$ cat config.mk
export PLATFORM = sky130hd
export DESIGN_NAME = axis_credit_fifo
export DESIGN_NICKNAME = d
export VERILOG_FILES = /design/src/rtl/axis_credit_fifo.sv
export SDC_FILE = /design/constraint.sdc
export NUM_CORES = 1
export LEC_CHECK = 0
export BUFFER_PORTS_ARGS = -buffer_cell sky130_fd_sc_hd__buf_4
export CORE_UTILIZATION = 47
export CTS_BUF_LIST = sky130_fd_sc_hd__clkbuf_8
export DETAILED_ROUTE_END_ITERATION = 16
export GPL_TIMING_DRIVEN = 1
export MAX_ROUTING_LAYER = met4
export PLACE_DENSITY_LB_ADDON = 0.2
export SETUP_SLACK_MARGIN = 0.3
export SKIP_LAST_GASP = 1
export SLEW_MARGIN = 20
export SYNTH_ARGS = -nofsm -noshare
export SYNTH_HDL_FRONTEND = slang
export SYNTH_SLANG_ARGS = --single-unit
$ cat constraint.sdc
create_clock -name aclk -period 14.95 [get_ports aclk]
set_input_delay 0.7475 -clock aclk [delete_from_list [all_inputs] [get_ports aclk]]
set_output_delay 0.7475 -clock aclk [all_outputs]
set_load 0.005 [all_outputs]
$ cat src/rtl/axis_credit_fifo.sv
`default_nettype none
// ============================================================================
// Module   : axis_credit_fifo
// Purpose  : FWFT AXI4-Stream FIFO that returns one allow credit per frame
//            drained, priming the upstream gatekeeper with initial credits.
// Revision : 1.0  initial release
// ============================================================================
module axis_credit_fifo #(
    parameter int C_AXIS_DATA_BYTES  = 8,
    parameter int C_AXIS_USE_TKEEP   = 0,
    parameter int C_AXIS_TUSER_WIDTH = 0,
    parameter int C_AXIS_USE_TLAST   = 0,
    parameter int C_FIFO_DEPTH_LOG2  = 4,
    parameter int C_INIT_CREDITS     = 4
) (
    input  logic                                                      aclk,
    input  logic                                                      aresetn,
    input  logic [C_AXIS_DATA_BYTES*8-1:0]                            s_axis_tdata,
    input  logic [C_AXIS_DATA_BYTES-1:0]                              s_axis_tkeep,
    input  logic [((C_AXIS_TUSER_WIDTH > 0) ? C_AXIS_TUSER_WIDTH : 1)-1:0] s_axis_tuser,
    input  logic                                                      s_axis_tvalid,
    input  logic                                                      s_axis_tlast,
    output logic                                                      s_axis_tready,
    output logic [C_AXIS_DATA_BYTES*8-1:0]                            m_axis_tdata,
    output logic [C_AXIS_DATA_BYTES-1:0]                              m_axis_tkeep,
    output logic [((C_AXIS_TUSER_WIDTH > 0) ? C_AXIS_TUSER_WIDTH : 1)-1:0] m_axis_tuser,
    output logic                                                      m_axis_tvalid,
    output logic                                                      m_axis_tlast,
    input  logic                                                      m_axis_tready,
    output logic                                                      m_allow,
    output logic [C_FIFO_DEPTH_LOG2:0]                                fifo_count,
    output logic                                                      credit_err
);

    localparam int DW    = C_AXIS_DATA_BYTES * 8;
    localparam int KW    = C_AXIS_DATA_BYTES;
    localparam int UW    = (C_AXIS_TUSER_WIDTH > 0) ? C_AXIS_TUSER_WIDTH : 1;
    localparam int N     = C_FIFO_DEPTH_LOG2;
    localparam int DEPTH = 1 << N;

    typedef enum logic [0:0] {
        ST_HOLD = 1'b0,
        ST_RUN  = 1'b1
    } state_t;

    state_t         state_q, state_d;
    logic [N:0]     wr_ptr_q, wr_ptr_d;
    logic [N:0]     rd_ptr_q, rd_ptr_d;
    logic [8:0]     pending_q, pending_d;
    logic           credit_err_q, credit_err_d;

    logic           w_full, w_empty, w_wr_en, w_rd_en, w_frame_out;
    logic [N-1:0]   w_wr_idx, w_rd_idx;
    logic           w_unused;

    logic [DW-1:0]  data_mem [DEPTH];
    logic           last_mem [DEPTH];

    assign w_wr_idx      = wr_ptr_q[N-1:0];
    assign w_rd_idx      = rd_ptr_q[N-1:0];
    assign w_full        = (wr_ptr_q[N] != rd_ptr_q[N]) && (w_wr_idx == w_rd_idx);
    assign w_empty       = (wr_ptr_q == rd_ptr_q);
    assign s_axis_tready = !w_full && (state_q == ST_RUN);
    assign m_axis_tvalid = !w_empty;
    assign w_wr_en       = s_axis_tvalid && s_axis_tready;
    assign w_rd_en       = m_axis_tvalid && m_axis_tready;
    // Credits are returned only when a whole frame has left the output.
    assign w_frame_out   = w_rd_en && ((C_AXIS_USE_TLAST == 0) || m_axis_tlast);
    assign m_allow       = (state_q == ST_RUN) && (pending_q != 9'd0);
    assign fifo_count    = wr_ptr_q - rd_ptr_q;
    assign credit_err    = credit_err_q;
    assign w_unused      = ^{s_axis_tkeep, s_axis_tuser};

    always_comb begin
        state_d = state_q;
        case (state_q)
            ST_HOLD: state_d = ST_RUN;
            ST_RUN:  state_d = ST_RUN;
            default: state_d = ST_HOLD;
        endcase
    end

    always_comb begin
        wr_ptr_d     = wr_ptr_q + {{N{1'b0}}, w_wr_en};
        rd_ptr_d     = rd_ptr_q + {{N{1'b0}}, w_rd_en};
        pending_d    = pending_q + {8'd0, w_frame_out} - {8'd0, m_allow};
        credit_err_d = credit_err_q || ((state_q == ST_RUN) && s_axis_tvalid && w_full);
    end

    always_ff @(posedge aclk or negedge aresetn) begin
        if (!aresetn) begin
            state_q      <= ST_HOLD;
            wr_ptr_q     <= '0;
            rd_ptr_q     <= '0;
            pending_q    <= 9'(C_INIT_CREDITS);
            credit_err_q <= 1'b0;
        end else begin
            state_q      <= state_d;
            wr_ptr_q     <= wr_ptr_d;
            rd_ptr_q     <= rd_ptr_d;
            pending_q    <= pending_d;
            credit_err_q <= credit_err_d;
        end
    end

    // Storage is deliberately left unreset; the pointers define what is valid.
    always_ff @(posedge aclk) begin
        if (w_wr_en) begin
            data_mem[w_wr_idx] <= s_axis_tdata;
            last_mem[w_wr_idx] <= s_axis_tlast;
        end
    end

    assign m_axis_tdata = data_mem[w_rd_idx];
    assign m_axis_tlast = last_mem[w_rd_idx];

    generate
        if (C_AXIS_USE_TKEEP != 0) begin : g_keep
            logic [KW-1:0] keep_mem [DEPTH];
            always_ff @(posedge aclk) begin
                if (w_wr_en) keep_mem[w_wr_idx] <= s_axis_tkeep;
            end
            assign m_axis_tkeep = keep_mem[w_rd_idx];
        end else begin : g_no_keep
            // Without stored keep every byte of a beat is reported valid.
            assign m_axis_tkeep = '1;
        end
    endgenerate

    generate
        if (C_AXIS_TUSER_WIDTH > 0) begin : g_user
            logic [UW-1:0] user_mem [DEPTH];
            always_ff @(posedge aclk) begin
                if (w_wr_en) user_mem[w_wr_idx] <= s_axis_tuser;
            end
            assign m_axis_tuser = user_mem[w_rd_idx];
        end else begin : g_no_user
            assign m_axis_tuser = '0;
        end
    endgenerate

`ifndef SYNTHESIS
    // Returning more frames than were granted means the upstream overran us.
    a_pending_bounded : assert property (@(posedge aclk) disable iff (!aresetn)
        pending_q <= 9'(C_INIT_CREDITS));
`endif

endmodule
`default_nettype wire
Yosys cells after proc, flatten, opt, wreduce, memory -nomap -nowiden. Memories as Yosys holds them, arrays and structs flattened. Index checks and enable logic that the tools add are counted.

Bits in registers: 21. Memory bits (writable): 1040. Output and inout port bits: 83. Word-level logic and storage cells: 28. Memories: 2. Input port bits: 78.

Memories: data_mem (words 16, width 64, rd ports 1, clocked after memory_dff 0, write ports 1, RTL line 56) `logic [DW-1:0] data_mem [DEPTH];`; last_mem (words 16, width 1, rd ports 1, clocked after memory_dff 0, write ports 1, RTL line 57) `logic last_mem [DEPTH];`.

Multiplexer cells: 2. Equality and inequality tests: 3. Reductions and logical operators: 11. $add $sub $neg: 5.

Operators with widths (number): adder 5 x 1 -> 5 bit (2); adder 9 x 1 -> 9 bit (1); nonzero test 9 bit (1); subtractor 9 x 1 -> 9 bit (1); logical AND 1 bit (7); equality test 5 bit (1); subtractor 5 bit (1); equality test 4 bit (1); zero test 1 bit (2); 2-to-1 mux 1 bit (2); logical OR 1 bit (1); inequality test 1 bit (1).

Depth between registers and ports, before layout.
Depth after elaboration: 7. Gate-level depth with buffers: 18. Gate-level depth less buffers: 14.

Worst setup path after synthesis. Ideal clock, no wire load.

Path kind: reg-to-reg. From: register rd_ptr_q[1]. To: memory data_mem[3][0] (netlist name) (enable). Data required time: 14.114 ns. Period minus slack after synthesis: 12.663 ns. Library setup time: 0.836 ns. Buffers on the path: 4. Slack: 2.287 ns. Cell stages (with the launch flop): 9. Arrival time: 11.827 ns. Cells stage by stage: dfrtp_1 buf_4 buf_2 buf_1 inv_2 ha_1 and4_1 buf_2 a2111oi_0.

Longest elaborated chain between the ends: 7.

Ends and longest elaborated chain: start, declared (RTL line 48) `logic [N:0] rd_ptr_q, rd_ptr_d;`; start signal, assigned (RTL line 100) `rd_ptr_q <= rd_ptr_d;`; equality test 4 bit (RTL line 61) `assign w_full = (wr_ptr_q[N] != rd_ptr_q[N]) && (w_wr_idx == w_rd_idx);`; logical AND 1 bit (RTL line 61); zero test 1 bit (RTL line 63) `assign s_axis_tready = !w_full && (state_q == ST_RUN);`; logical AND 1 bit (RTL line 63); logical AND 1 bit (RTL line 65) `assign w_wr_en = s_axis_tvalid && s_axis_tready;`; 2-to-1 mux 1 bit (RTL line 108) `if (w_wr_en) begin`; 2-to-1 mux 1 bit (implied by the code) (RTL line 109) `data_mem[w_wr_idx] <= s_axis_tdata;`; end, declared (RTL line 56).

No other way between the ends.

Final worst setup path.
From: register rd_ptr_q[1]. To: output port m_axis_tdata[21].

Longest elaborated chain between the ends: 1.

Ends and longest elaborated chain: memory read (16 x 64 bit); end, declared (RTL line 24) `output logic [C_AXIS_DATA_BYTES*8-1:0] m_axis_tdata,`.

No other way between the ends.

==> implementation parameters <==
Parameter                              Value

Synth
  Synth top area cells ... sky130_fd_sc_hd__edfxtp_1 77%, sky130_fd_sc_hd__mux4_2 15%, sky130_fd_sc_hd__a22oi_1 2.4%
  Most common cell in the synthesized netlist ... sky130_fd_sc_hd__edfxtp_1
  Leading register cell type out of synthesis ... sky130_fd_sc_hd__edfxtp_1
  Mean Syn Cell Area ... 23.1 um2
  Cell types with the highest counts after synthesis ... 1,040 x sky130_fd_sc_hd__edfxtp_1, 260 x sky130_fd_sc_hd__mux4_2, 130 x sky130_fd_sc_hd__a22oi_1, 70 x sky130_fd_sc_hd__nand2_1, 35 x sky130_fd_sc_hd__clkbuf_1
  Xor and xnor fraction of the mapped netlist area ... 0.369%
  Cell taking the most area after synthesis ... sky130_fd_sc_hd__edfxtp_1
  Top cell type's share of synthesized area ... between 70% and 80%
  Number of flops mapped to enable cells by yosys ... 1,040
  Post-synthesis instance area ... 40,400 um2
  Proportion of synthesized flip-flops having asynchronous set or reset ... between 1.5 and 2%
  Post-synthesis simple-gate area fraction ... approximately 1.3%
  Warning count from the yosys run ... 0
  Compound-Gate Fraction of Synth Area ... around 2.8%
  Dominant combinational cell family by area after synthesis ... multiplexers
  Sequential cell area fraction in the yosys report ... between 70% and 80%
  Synthesis-stage register bit count ... approximately 1,100
  Distinct cell type count after synthesis ... 44
  Mux contribution to synthesized area ... between 10% and 20%
  Post-synthesis adder-cell area fraction ... less than 1%
  Gate count of the mapped netlist ... around 1,700

CTS
  Clock root buffer ... sky130_fd_sc_hd__clkbuf_8
  Clk buf depth ... 3
  Inserted Clock Buffers ... between 150 and 200
  Clk pin slew, worst setup/hold paths ... approximately 0.06 ns
  # hold bufs at CTS ... 1
  Sinks on Clock Net ... roughly 1,100
  Worst skew pair latency ... 0.80 ns
  Count of buffers added by post-CTS timing repair for setup ... 0
  TritonCTS clock tree ... yes
  H-tree depth ... 4
  Post-cts repair resize count ... 0

Route
  DRC ... 0
  Number of iterations in the first detailed-routing pass ... 4
  WL met1 ... ~36,000 um
  Per-cell routed wire length ... between 20 and 30 um
  Sum of met2 wire segment lengths after detailed routing ... 45,400 um
  Number of antenna-violating nets in the routed design ... 0
  Vias after detailed routing ... roughly 19,000
  Sum of met3 wire segment lengths after detailed routing ... 4550 um
  Per-cell via count in the routed design ... between 5 and 6
  Top routing layer in use ... met4
  Violation count after the first detailed-route iteration ... approximately 1,400
  Total length of routed wires ... 86,900 um

STA
  Worst relative slew slack ... 25.7%
  Period Utilization, post-route ... about a third
  Fin Clk Skew ... roughly 0.042 ns
  Final period demand of the worst path ... between 5 and 6 ns
  Max-slew violation total from the final report ... 0
  Maximum frequency from static timing analysis ... between 150 and 200 MHz
  Least-Margin Pin Slew ... approximately 1.1 ns
  Setup violation total in the final timing report ... 0
  Setup total negative slack ... 0 ns
  RSZ-0062 raised after global routing ... false
  Final Hold Violating Endpoints ... 0

Power and ir drop
  Fraction of power spent switching nets ... 30.2%
  Leakage power ... between 0.015 and 0.02 uW
  Power per Cell Area ... ~180 nW/um2
  Pint ... 5730 uW
  Portion of total power attributed to the clock network ... 26.8%
  Combinational group share of total power ... approximately 30%
  Switching power of the nets ... 2480 uW
  Power share of the sequential group ... 43.4%
  Max IR drop VDD ... 0.000188 V

Worst setup path
  Maximum net fanout on the critical path ... 161
  Crit Reg-Reg Startpoint ... rd_ptr_q[1]
  Reg-to-reg endpoint ... data_mem[2][42]
  Worst setup path start ... rd_ptr_q[1]
  Timing endpoint of the critical path ... m_axis_tdata[21]
  Classification of the worst setup path ... flop to output pin
  Startpoint Class ... flop
  CP required ... 14.20 ns
  Arr. time, crit path ... between 4 and 5 ns
  R2R Setup Slk ... just under 10 ns
  Critical path endpoint category ... output pin
  Cells on worst reg2reg path ... 8

Cells and area
  Fraction of layout instances using a drive strength above 1 ... 31.3%
  Number of nets at the end of the flow ... roughly 2,100
  Count of non-filler cells in the finished layout ... 3,294
  Synth-to-Final Area Change ... 13.6%

Min path
  Number of cells traversed by the worst hold path ... 1
  Path category of the worst min-delay check ... primary input to flop

Outcome
  Run status ... completed

Place
  Final HPWL from detailed placement ... between 40,000 and 50,000 um
  Weighted congestion reported at the end of routability-driven placement ... between 0.7 and 0.8
  Count of buffers inserted at the top-level ports ... between 100 and 150
  Post-placement cell count ... around 3,000

Floorplanning
  Die ar. ... 87,100 um2
  Die outline width ... 295 um
  Initial Util ... between 40 and 50%
  I/O Pins ... 161
  Total core area ... 85,100 um2
  Std cell rows ... about 110
  Height of the chip ... 295 um

Global routing
  Via count of the first global-routing pass ... between 15,000 and 20,000
  GRT Util Overall ... approximately a fifth
  Number of antenna violations at the first check in global routing ... 4
  Global-route wire length before repair ... 128,000 um
  Maximum number of pins on one net before global-route repair ... between 150 and 200
  Total congestion overflow after global routing ... 0

Run
  Count of maximum capacitance violations ... 0
==> worst max-delay path: stages, from the launching register on <==
cell and delay (ns):
sky130_fd_sc_hd__dfrtp_4 1.00, sky130_fd_sc_hd__buf_4 0.73, sky130_fd_sc_hd__buf_12 0.82, sky130_fd_sc_hd__mux4_2 0.41, sky130_fd_sc_hd__a22oi_1 0.23, sky130_fd_sc_hd__nand2_1 0.17, sky130_fd_sc_hd__buf_4 0.18
==> state kept, by name, indices dropped and copies added, names as in the netlist <==
name and cells:
data_mem 1024, state_q 1, last_mem 16, rd_ptr_q 5, pending_q 9, credit_err 1, wr_ptr_q 5
==> cell usage in the layout, fill, tap and decap left out, types with 3 or more instances in the layout <==
cell type | netlist | final
sky130_fd_sc_hd__clkinv_2 | 0 | 13
sky130_fd_sc_hd__inv_6 | 0 | 3
sky130_fd_sc_hd__clkinv_1 | 0 | 32
sky130_fd_sc_hd__dfrtp_1 | 20 | 18
sky130_fd_sc_hd__ha_1 | 20 | 20
sky130_fd_sc_hd__diode_2 | 0 | 4
sky130_fd_sc_hd__xor2_1 | 6 | 6
sky130_fd_sc_hd__buf_4 | 16 | 179
sky130_fd_sc_hd__clkinvlp_4 | 0 | 5
sky130_fd_sc_hd__nor2b_1 | 3 | 3
sky130_fd_sc_hd__edfxtp_1 | 1040 | 1040
sky130_fd_sc_hd__nand2b_1 | 4 | 4
sky130_fd_sc_hd__inv_2 | 3 | 3
sky130_fd_sc_hd__clkbuf_8 | 0 | 173
sky130_fd_sc_hd__nand3_1 | 5 | 5
sky130_fd_sc_hd__inv_8 | 0 | 3
sky130_fd_sc_hd__a22oi_1 | 130 | 130
sky130_fd_sc_hd__inv_1 | 20 | 90
sky130_fd_sc_hd__mux4_2 | 260 | 260
sky130_fd_sc_hd__a21oi_1 | 6 | 6
sky130_fd_sc_hd__conb_1 | 2 | 10
sky130_fd_sc_hd__nor2_4 | 0 | 13
sky130_fd_sc_hd__o21bai_1 | 3 | 3
sky130_fd_sc_hd__xnor2_1 | 11 | 11
sky130_fd_sc_hd__a211oi_4 | 0 | 3
sky130_fd_sc_hd__buf_12 | 0 | 3
sky130_fd_sc_hd__nor2_1 | 18 | 5
sky130_fd_sc_hd__nand2_1 | 70 | 70
==> cell type report <==
type | count | area [um2]
fillers | 6609 | 39300
clock inverters | 129 | 622
multi-input cells | 575 | 8120
inverters | 23 | 86.3
well taps | 1144 | 1430
flip-flops and latches | 1061 | 31800
diodes | 4 | 10.0
repair buffers | 185 | 1440
clock buffers | 173 | 2380
==> stage by stage <==
step | utilization (%) | power, uW | area (um2) | worst slack [ns] | hold slack, ns
2_1_floorplan | - | 5230 | 40400 | 2.29 | 0.452
3_3_place_gp | 50.3 | 6100 | 42800 | 9.83 | 0.481
3_5_place_dp | 50.3 | 6140 | 42800 | 9.73 | 0.487
4_1_cts | 53.8 | 8350 | 45800 | 9.55 | 0.166
5_1_grt | 53.9 | 8620 | 45900 | 9.44 | 0.202
6_report | 53.9 | 8210 | 45900 | 9.74 | 0.240
==> kinds of logic (layout without fill, tap and decap cells) <==
logic type               count (synthesis)  in the layout
flip-flops                            1061           1061
multiplexers                           261            261
AO/OA/AOI/OAI                          150            150
buffers and inverters                  121            510
AND/OR/NAND/NOR                        115            115
adder cells (fa/ha/maj)                 22             22
XOR/XNOR                                17             17
other                                    2             14
==> power groups by stage <==
| stage | Sequential (uW) | Clock, uW | Combinational, uW |
|---|---|---|---|
| global placement | 3620 | 0 | 2480 |
| floorplan | 3570 | 0 | 1660 |
| detailed placement | 3630 | 0 | 2510 |
| finish | 3570 | 2200 | 2440 |
| global route | 3590 | 2380 | 2650 |
| CTS | 3570 | 2260 | 2520 |
==> per-layer routing <==
metal	vias to the layer above	track usage (%)
li1	7975	-
met1	9981	26.5
met2	495	35.4
met3	126	4.17
met4	0	5.78
met5	-	-
==> how the worst min path moves through the flow <==
stage	endpoint	slack, ns	from
6_report	data_mem[8][2]	0.24	s_axis_tdata[2]
5_1_grt	data_mem[8][2]	0.20	s_axis_tdata[2]
4_1_cts	data_mem[12][3]	0.17	s_axis_tdata[3]
3_5_place_dp	rd_ptr_q[4]	0.49	rd_ptr_q[4]
3_3_place_gp	credit_err	0.48	credit_err
2_1_floorplan	credit_err	0.45	aresetn
Power figures use the tool's default switching activity.
